--- config.mk ---
export PLATFORM = sky130hd
export DESIGN_NAME = mem_port_arbiter_flat
export DESIGN_NICKNAME = d
export VERILOG_FILES = /design/src/rtl/mem_port_arbiter_if.sv /design/src/rtl/mem_port_arbiter.sv /design/src/flat_wrapper.sv
export SDC_FILE = /design/constraint.sdc
export NUM_CORES = 1
export LEC_CHECK = 0
export BUFFER_PORTS_ARGS = -buffer_cell sky130_fd_sc_hd__buf_2
export CORE_UTILIZATION = 49
export DETAILED_ROUTE_END_ITERATION = 10
export PLACE_DENSITY = 0.81
export SLEW_MARGIN = 20
export SYNTH_ARGS = -nofsm -noshare
export SYNTH_HDL_FRONTEND = slang
export SYNTH_SLANG_ARGS = --single-unit
--- constraint.sdc ---
create_clock -name clk -period 1.9 [get_ports clk]
set_input_delay 0.285 -clock clk [delete_from_list [all_inputs] [get_ports clk]]
set_output_delay 0.285 -clock clk [all_outputs]
set_load 0.02 [all_outputs]
--- src/rtl/mem_port_arbiter_if.sv ---
// Bundle of host register, processor and memory-port signals shared by the arbiter and its environment.
// The slave modport is the arbiter's view; master is the surrounding system.
interface mem_port_arbiter_if #(
    parameter int ADDR_WIDTH = 10,
    parameter int DATA_WIDTH = 32
);
    logic [31:0]           mem_cmd;
    logic [31:0]           mem_addr;
    logic [DATA_WIDTH-1:0] mem_data_write;
    logic [DATA_WIDTH-1:0] mem_data_read;
    logic                  host_busy;
    logic                  host_done;
    logic                  host_ovf;

    logic                  proc_req;
    logic                  proc_we;
    logic [ADDR_WIDTH-1:0] proc_addr;
    logic [DATA_WIDTH-1:0] proc_wdata;
    logic                  proc_gnt;
    logic                  proc_rvalid;
    logic [DATA_WIDTH-1:0] proc_rdata;

    logic                  ram_en;
    logic                  ram_we;
    logic [ADDR_WIDTH-1:0] ram_addr;
    logic [DATA_WIDTH-1:0] ram_wdata;
    logic [DATA_WIDTH-1:0] ram_rdata;

    modport slave (
        input  mem_cmd, mem_addr, mem_data_write,
        input  proc_req, proc_we, proc_addr, proc_wdata,
        input  ram_rdata,
        output mem_data_read, host_busy, host_done, host_ovf,
        output proc_gnt, proc_rvalid, proc_rdata,
        output ram_en, ram_we, ram_addr, ram_wdata
    );

    modport master (
        output mem_cmd, mem_addr, mem_data_write,
        output proc_req, proc_we, proc_addr, proc_wdata,
        output ram_rdata,
        input  mem_data_read, host_busy, host_done, host_ovf,
        input  proc_gnt, proc_rvalid, proc_rdata,
        input  ram_en, ram_we, ram_addr, ram_wdata
    );
endinterface

--- src/rtl/mem_port_arbiter.sv ---
// Two-requester arbiter for a single-port memory: a software host (command register) and a processor,
// alternating on ties, one access at a time through IDLE -> ACCESS -> (RESP) -> IDLE.
module mem_port_arbiter #(
    parameter int ADDR_WIDTH = 10,
    parameter int DATA_WIDTH = 32
) (
    input logic              clk,
    input logic              reset,
    mem_port_arbiter_if.slave bus
);
    localparam logic [1:0] IDLE   = 2'd0;
    localparam logic [1:0] ACCESS = 2'd1;
    localparam logic [1:0] RESP   = 2'd2;

    localparam logic GNT_PROC = 1'b0;
    localparam logic GNT_HOST = 1'b1;

    logic [1:0]            state;
    logic                  go_d;
    logic                  host_pend;
    logic                  host_busy;
    logic                  host_done;
    logic                  host_ovf;
    logic                  host_we;
    logic [ADDR_WIDTH-1:0] host_addr;
    logic [DATA_WIDTH-1:0] host_wdata;
    logic                  last_gnt;
    logic                  owner;
    logic                  ram_en;
    logic                  ram_we;
    logic [ADDR_WIDTH-1:0] ram_addr;
    logic [DATA_WIDTH-1:0] ram_wdata;
    logic                  proc_gnt;
    logic                  proc_rvalid;
    logic [DATA_WIDTH-1:0] proc_rdata_q;
    logic [DATA_WIDTH-1:0] mem_data_read;

    logic go_edge;
    logic grant_host;
    logic grant_proc;
    logic host_complete;
    logic unused_bits;

    assign go_edge = bus.mem_cmd[0] & ~go_d;

    // On a tie the requester that did not win last time goes first.
    assign grant_host = host_pend & (~bus.proc_req | (last_gnt == GNT_PROC));
    assign grant_proc = bus.proc_req & (~host_pend | (last_gnt == GNT_HOST));

    assign host_complete = (owner == GNT_HOST) &&
                           (((state == ACCESS) && ram_we) || (state == RESP));

    assign unused_bits = ^{bus.mem_cmd[31:3], bus.mem_addr[31:ADDR_WIDTH]};

    always_ff @(posedge clk or negedge reset) begin
        if (!reset) begin
            go_d       <= 1'b0;
            host_pend  <= 1'b0;
            host_busy  <= 1'b0;
            host_done  <= 1'b0;
            host_ovf   <= 1'b0;
            host_we    <= 1'b0;
            host_addr  <= '0;
            host_wdata <= '0;
        end else begin
            go_d <= bus.mem_cmd[0];
            if (go_edge && !host_busy) begin
                host_pend  <= 1'b1;
                host_busy  <= 1'b1;
                host_done  <= 1'b0;
                host_we    <= bus.mem_cmd[1];
                host_addr  <= bus.mem_addr[ADDR_WIDTH-1:0];
                host_wdata <= bus.mem_data_write;
            end else if ((state == IDLE) && grant_host) begin
                host_pend <= 1'b0;
            end
            if (host_complete) begin
                host_busy <= 1'b0;
                host_done <= 1'b1;
            end
            // A fresh overflow wins over a clear request in the same cycle.
            if (go_edge && host_busy) begin
                host_ovf <= 1'b1;
            end else if (bus.mem_cmd[2]) begin
                host_ovf <= 1'b0;
            end
        end
    end

    always_ff @(posedge clk or negedge reset) begin
        if (!reset) begin
            state         <= IDLE;
            last_gnt      <= GNT_HOST;
            owner         <= GNT_HOST;
            ram_en        <= 1'b0;
            ram_we        <= 1'b0;
            ram_addr      <= '0;
            ram_wdata     <= '0;
            proc_gnt      <= 1'b0;
            proc_rvalid   <= 1'b0;
            proc_rdata_q  <= '0;
            mem_data_read <= '0;
        end else begin
            proc_gnt    <= 1'b0;
            proc_rvalid <= 1'b0;
            case (state)
                IDLE: begin
                    if (grant_host) begin
                        state     <= ACCESS;
                        owner     <= GNT_HOST;
                        last_gnt  <= GNT_HOST;
                        ram_en    <= 1'b1;
                        ram_we    <= host_we;
                        ram_addr  <= host_addr;
                        ram_wdata <= host_wdata;
                    end else if (grant_proc) begin
                        state     <= ACCESS;
                        owner     <= GNT_PROC;
                        last_gnt  <= GNT_PROC;
                        ram_en    <= 1'b1;
                        ram_we    <= bus.proc_we;
                        ram_addr  <= bus.proc_addr;
                        ram_wdata <= bus.proc_wdata;
                        proc_gnt  <= 1'b1;
                    end
                end
                ACCESS: begin
                    ram_en <= 1'b0;
                    ram_we <= 1'b0;
                    if (ram_we) begin
                        state <= IDLE;
                    end else begin
                        state       <= RESP;
                        proc_rvalid <= (owner == GNT_PROC);
                    end
                end
                RESP: begin
                    state <= IDLE;
                    if (owner == GNT_PROC) begin
                        proc_rdata_q <= bus.ram_rdata;
                    end else begin
                        mem_data_read <= bus.ram_rdata;
                    end
                end
                default: state <= IDLE;
            endcase
        end
    end

    // Read data is only valid during RESP, so the processor sees it straight from the memory then.
    assign bus.proc_rdata    = proc_rvalid ? bus.ram_rdata : proc_rdata_q;
    assign bus.proc_gnt      = proc_gnt;
    assign bus.proc_rvalid   = proc_rvalid;
    assign bus.mem_data_read = mem_data_read;
    assign bus.host_busy     = host_busy;
    assign bus.host_done     = host_done;
    assign bus.host_ovf      = host_ovf;
    assign bus.ram_en        = ram_en;
    assign bus.ram_we        = ram_we;
    assign bus.ram_addr      = ram_addr;
    assign bus.ram_wdata     = ram_wdata;
endmodule

--- src/flat_wrapper.sv ---
// flat-port wrapper written by rule: the top's interface ports become plain ports
module mem_port_arbiter_flat 
#(
    parameter int ADDR_WIDTH = 10,
    parameter int DATA_WIDTH = 32
)
  (clk, reset, bus_mem_cmd, bus_mem_addr, bus_mem_data_write, bus_proc_req, bus_proc_we, bus_proc_addr, bus_proc_wdata, bus_ram_rdata, bus_mem_data_read, bus_host_busy, bus_host_done, bus_host_ovf, bus_proc_gnt, bus_proc_rvalid, bus_proc_rdata, bus_ram_en, bus_ram_we, bus_ram_addr, bus_ram_wdata);
  mem_port_arbiter_if #(.ADDR_WIDTH(ADDR_WIDTH), .DATA_WIDTH(DATA_WIDTH)) bus_i ();
  input logic clk;
  input logic reset;
  input wire logic [$bits(bus_i.mem_cmd)-1:0] bus_mem_cmd;
  input wire logic [$bits(bus_i.mem_addr)-1:0] bus_mem_addr;
  input wire logic [$bits(bus_i.mem_data_write)-1:0] bus_mem_data_write;
  input wire logic [$bits(bus_i.proc_req)-1:0] bus_proc_req;
  input wire logic [$bits(bus_i.proc_we)-1:0] bus_proc_we;
  input wire logic [$bits(bus_i.proc_addr)-1:0] bus_proc_addr;
  input wire logic [$bits(bus_i.proc_wdata)-1:0] bus_proc_wdata;
  input wire logic [$bits(bus_i.ram_rdata)-1:0] bus_ram_rdata;
  output wire logic [$bits(bus_i.mem_data_read)-1:0] bus_mem_data_read;
  output wire logic [$bits(bus_i.host_busy)-1:0] bus_host_busy;
  output wire logic [$bits(bus_i.host_done)-1:0] bus_host_done;
  output wire logic [$bits(bus_i.host_ovf)-1:0] bus_host_ovf;
  output wire logic [$bits(bus_i.proc_gnt)-1:0] bus_proc_gnt;
  output wire logic [$bits(bus_i.proc_rvalid)-1:0] bus_proc_rvalid;
  output wire logic [$bits(bus_i.proc_rdata)-1:0] bus_proc_rdata;
  output wire logic [$bits(bus_i.ram_en)-1:0] bus_ram_en;
  output wire logic [$bits(bus_i.ram_we)-1:0] bus_ram_we;
  output wire logic [$bits(bus_i.ram_addr)-1:0] bus_ram_addr;
  output wire logic [$bits(bus_i.ram_wdata)-1:0] bus_ram_wdata;
  assign bus_i.mem_cmd = bus_mem_cmd;
  assign bus_i.mem_addr = bus_mem_addr;
  assign bus_i.mem_data_write = bus_mem_data_write;
  assign bus_i.proc_req = bus_proc_req;
  assign bus_i.proc_we = bus_proc_we;
  assign bus_i.proc_addr = bus_proc_addr;
  assign bus_i.proc_wdata = bus_proc_wdata;
  assign bus_i.ram_rdata = bus_ram_rdata;
  assign bus_mem_data_read = bus_i.mem_data_read;
  assign bus_host_busy = bus_i.host_busy;
  assign bus_host_done = bus_i.host_done;
  assign bus_host_ovf = bus_i.host_ovf;
  assign bus_proc_gnt = bus_i.proc_gnt;
  assign bus_proc_rvalid = bus_i.proc_rvalid;
  assign bus_proc_rdata = bus_i.proc_rdata;
  assign bus_ram_en = bus_i.ram_en;
  assign bus_ram_we = bus_i.ram_we;
  assign bus_ram_addr = bus_i.ram_addr;
  assign bus_ram_wdata = bus_i.ram_wdata;
  mem_port_arbiter #(.ADDR_WIDTH(ADDR_WIDTH), .DATA_WIDTH(DATA_WIDTH)) u_core (.clk(clk), .reset(reset), .bus(bus_i));
endmodule
==> flow_summary.toml <==
[status]
status = "finished clean"

[synthesis]
synthMuxAreaShare = 0.3903
synth_cells = 441
yosys_warnings = 0
synth-simple-area-share = 0.01187
ys_seq_area_frac = 0.5620
synth.avg_cell_area_sq_um = 16.26
ys_ff_latch = 161
synth_top_family_by_area = "multiplexers"
synthAdderAreaFrac = 0
syn_area_sq_um = 7171
synthXorXnorAreaFrac = 0
post_synth_num_cell_types = 27
synth_compound_area_frac = 0.01029
synth_nets = 615

[grt]
first_global_vias = 4819
gr-total-overflow = 0
grt_usage = 0.2102
grt_max_degree = 53
antenna_found_initial = 0
grt_pass1_wl_um = 23820

[timing]
clock.fmax_mhz = 544.9
timing.final.crit_share = 0.9659
setup_ws_ns = 0.06487
finalMaxSlewViolations = 0
grt_setup_unrepaired = "no"
slew_headroom = 0.6537
max_slew.worst_pin.slew_ns = 0.5195
min_period_ns = 1.835
finalSetupViolations = 0
finClkSkew_ns = 0.01150
finalHoldViolations = 0
fin_setup_tns_ns = 0

[die]
io_pins = 287
chipWidth_um = 123.0
coreArea_sq_um = 14100
row_count = 43
initial_core_util = 0.5087
fp.dieH_um = 123.0
die-area_sq_um = 15120

[clock_tree]
clkSinkCount = 161
cts_max_level = 4
clk_pin_slew_ns = 0.06
cts_tree = "yes"
clock_latency_ns = 0.42
cts_setup_buffers = 0
cts_buffers = 17
cts_buffer_depth = 2
cts-root-buf = "clkbuf_16"

[placement]
port_buffers = 235
detailed_place_hpwl_um = 11220
place.gp.congestion = 0.7114
place_ws_ns = 0.1921

[critical_path]
cp_max_fo = 33
cp_top_family = "buffers and inverters"
worst-setup-path-type = "flip-flop to output pin"
end_kind = "output pin"
cp.required_ns = 1.62
crit_slowest_cell = "dfrtp_1"
crit_buf_inv = 2
crit_arrival_ns = 1.55
start_kind = "flip-flop"
crit_chain = "buf_12 > mux2_2 > buf_2"
slowest_delay_ns = 0.37

[power]
switching_share = 0.3602
ir_drop_mv = 1.049
power.switching_mw = 6.471
combinationalPowerShare = 0.474
p_leak_nw = 4.525
power_frac_clock = 0.182
seq_power_share = 0.344
p_per_area_nw_per_um2 = 1939
internal-power_mw = 11.50

[layout]
final_nets = 863
area_growth_pct = 29.21
antennaDiodeCount = 0
nFillCells = 1016
final_cell_mix = "buf_2 (234), dfrtp_1 (160), mux2_2 (148)"
layout_commonest_cell = "buf_2"
drive_gt1_frac = 0.7279

[job]
max-cap-violations = 0

[detailed_routing]
ant_nets = 0
num_vias = 4527
drc = 0
vias_per_cell = 5.133
detail_route.first_pass.iterations = 4
routedWlPerCell_um = 17.52
wirelength_um = 15460
drt_iter0_markers = 88

[worst_hold_path]
hold_class = "primary input to flip-flop"
[cell usage after synthesis (all sizes together)]
master | count | area share
a21oi | 1 | 0.00070
o31ai | 1 | 0.0010
mux2 | 223 | 0.39
buf | 23 | 0.023
nor2b | 4 | 0.0035
a21bo | 1 | 0.0014
and2 | 1 | 0.00087
inv | 3 | 0.0016
o21ai | 6 | 0.0042
clkbuf | 2 | 0.0010
nor3 | 2 | 0.0014
nand2 | 2 | 0.0010
dfstp | 1 | 0.0037
nand2b | 2 | 0.0017
o21a | 2 | 0.0021
a31oi | 1 | 0.00087
nor2 | 4 | 0.0021
dfrtp | 160 | 0.56
mux2i | 1 | 0.0014
and3b | 1 | 0.0012
[sequential cells by signal, indices dropped and copies added (netlist names), 2 cells and up]
signal,cells
u_core.host_wdata,32
u_core.host_addr,10
u_core.bus.mem_data_read,32
u_core.bus.ram_addr,10
u_core.proc_rdata_q,32
u_core.bus.ram_wdata,32
u_core.state,2
[through the flow]
step | hold slack [ns] | cell area [sq um] | power [mW] | utilization | cells
floorplan | -0.01059 | 7171 | 12.24 | - | 441
global placement | 0.2701 | 8670 | 14.38 | 0.6150 | 848
detailed placement | 0.2722 | 8670 | 14.82 | 0.6150 | 848
CTS | 0.03945 | 9265 | 18.17 | 0.6573 | 882
global route | 0.08022 | 9265 | 18.98 | 0.6573 | 882
finish | 0.06516 | 9265 | 17.97 | 0.6573 | 882
[power by group through the flow]
| stage | registers, mW | logic [mW] | clock network [mW] |
|---|---|---|---|
| 2_1_floorplan | 7.08 | 5.16 | 0 |
| 3_3_place_gp | 6.05 | 8.32 | 0 |
| 3_5_place_dp | 6.21 | 8.61 | 0 |
| 4_1_cts | 6.18 | 8.64 | 3.35 |
| 5_1_grt | 6.39 | 9.08 | 3.50 |
| 6_report | 6.17 | 8.52 | 3.27 |
[layout make-up]
class / instances / area [sq um] / area share
clock buffer: 17 / 425.4 / 0.04591
clock inverter: 15 / 150.1 / 0.01621
inverter: 3 / 11.26 / 0.001215
multi-input combinational: 252 / 2968 / 0.3203
sequential: 161 / 4030 / 0.4350
tap: 180 / 225.2 / 0.02431
timing repair buffer: 254 / 1455 / 0.1571
[metal layers]
layer | global-route usage | part of all wire | vias to the layer above
li1 | - | - | 2070
met1 | 0.2379 | 0.40 | 2263
met2 | 0.3687 | 0.51 | 175
met3 | 0.06504 | 0.076 | 19
met4 | 0.08509 | 0.016 | 0
met5 | 0 | 0 | -
[final timing paths]
path                       depth (start not counted)                 endpoint                    from  slack [ns]
setup / recovery                                   3       bus_proc_rdata[10]  u_core.bus.proc_rvalid        0.06
hold / removal                                     2      u_core.bus.host_ovf          bus_mem_cmd[2]        0.07
setup reg to reg                                   4   u_core.bus.ram_addr[2]         u_core.last_gnt        0.19
hold reg to reg                                    1   u_core.proc_rdata_q[6]  u_core.proc_rdata_q[6]        0.50
max in group asynchronous                          3    u_core.host_wdata[10]                   reset        0.88
min in group asynchronous                          2  u_core.proc_rdata_q[15]                   reset        0.40
[cells by family (layout without fill, tap and decap cells)]
| kind of cell | count (synthesis) | after routing |
|---|---|---|
| DFF | 161 | 161 |
| and+or+nand+nor | 16 | 16 |
| AOI/OAI and AO/OA | 12 | 12 |
| muxes | 224 | 224 |
| buffers and inverters | 28 | 289 |
[what timing repair did]
item	4_1_cts	5_1_grt
hold endpoints to repair	45	0
hold buffers	2	0
resized for setup	0	0
(Power assumes the default switching activity.)
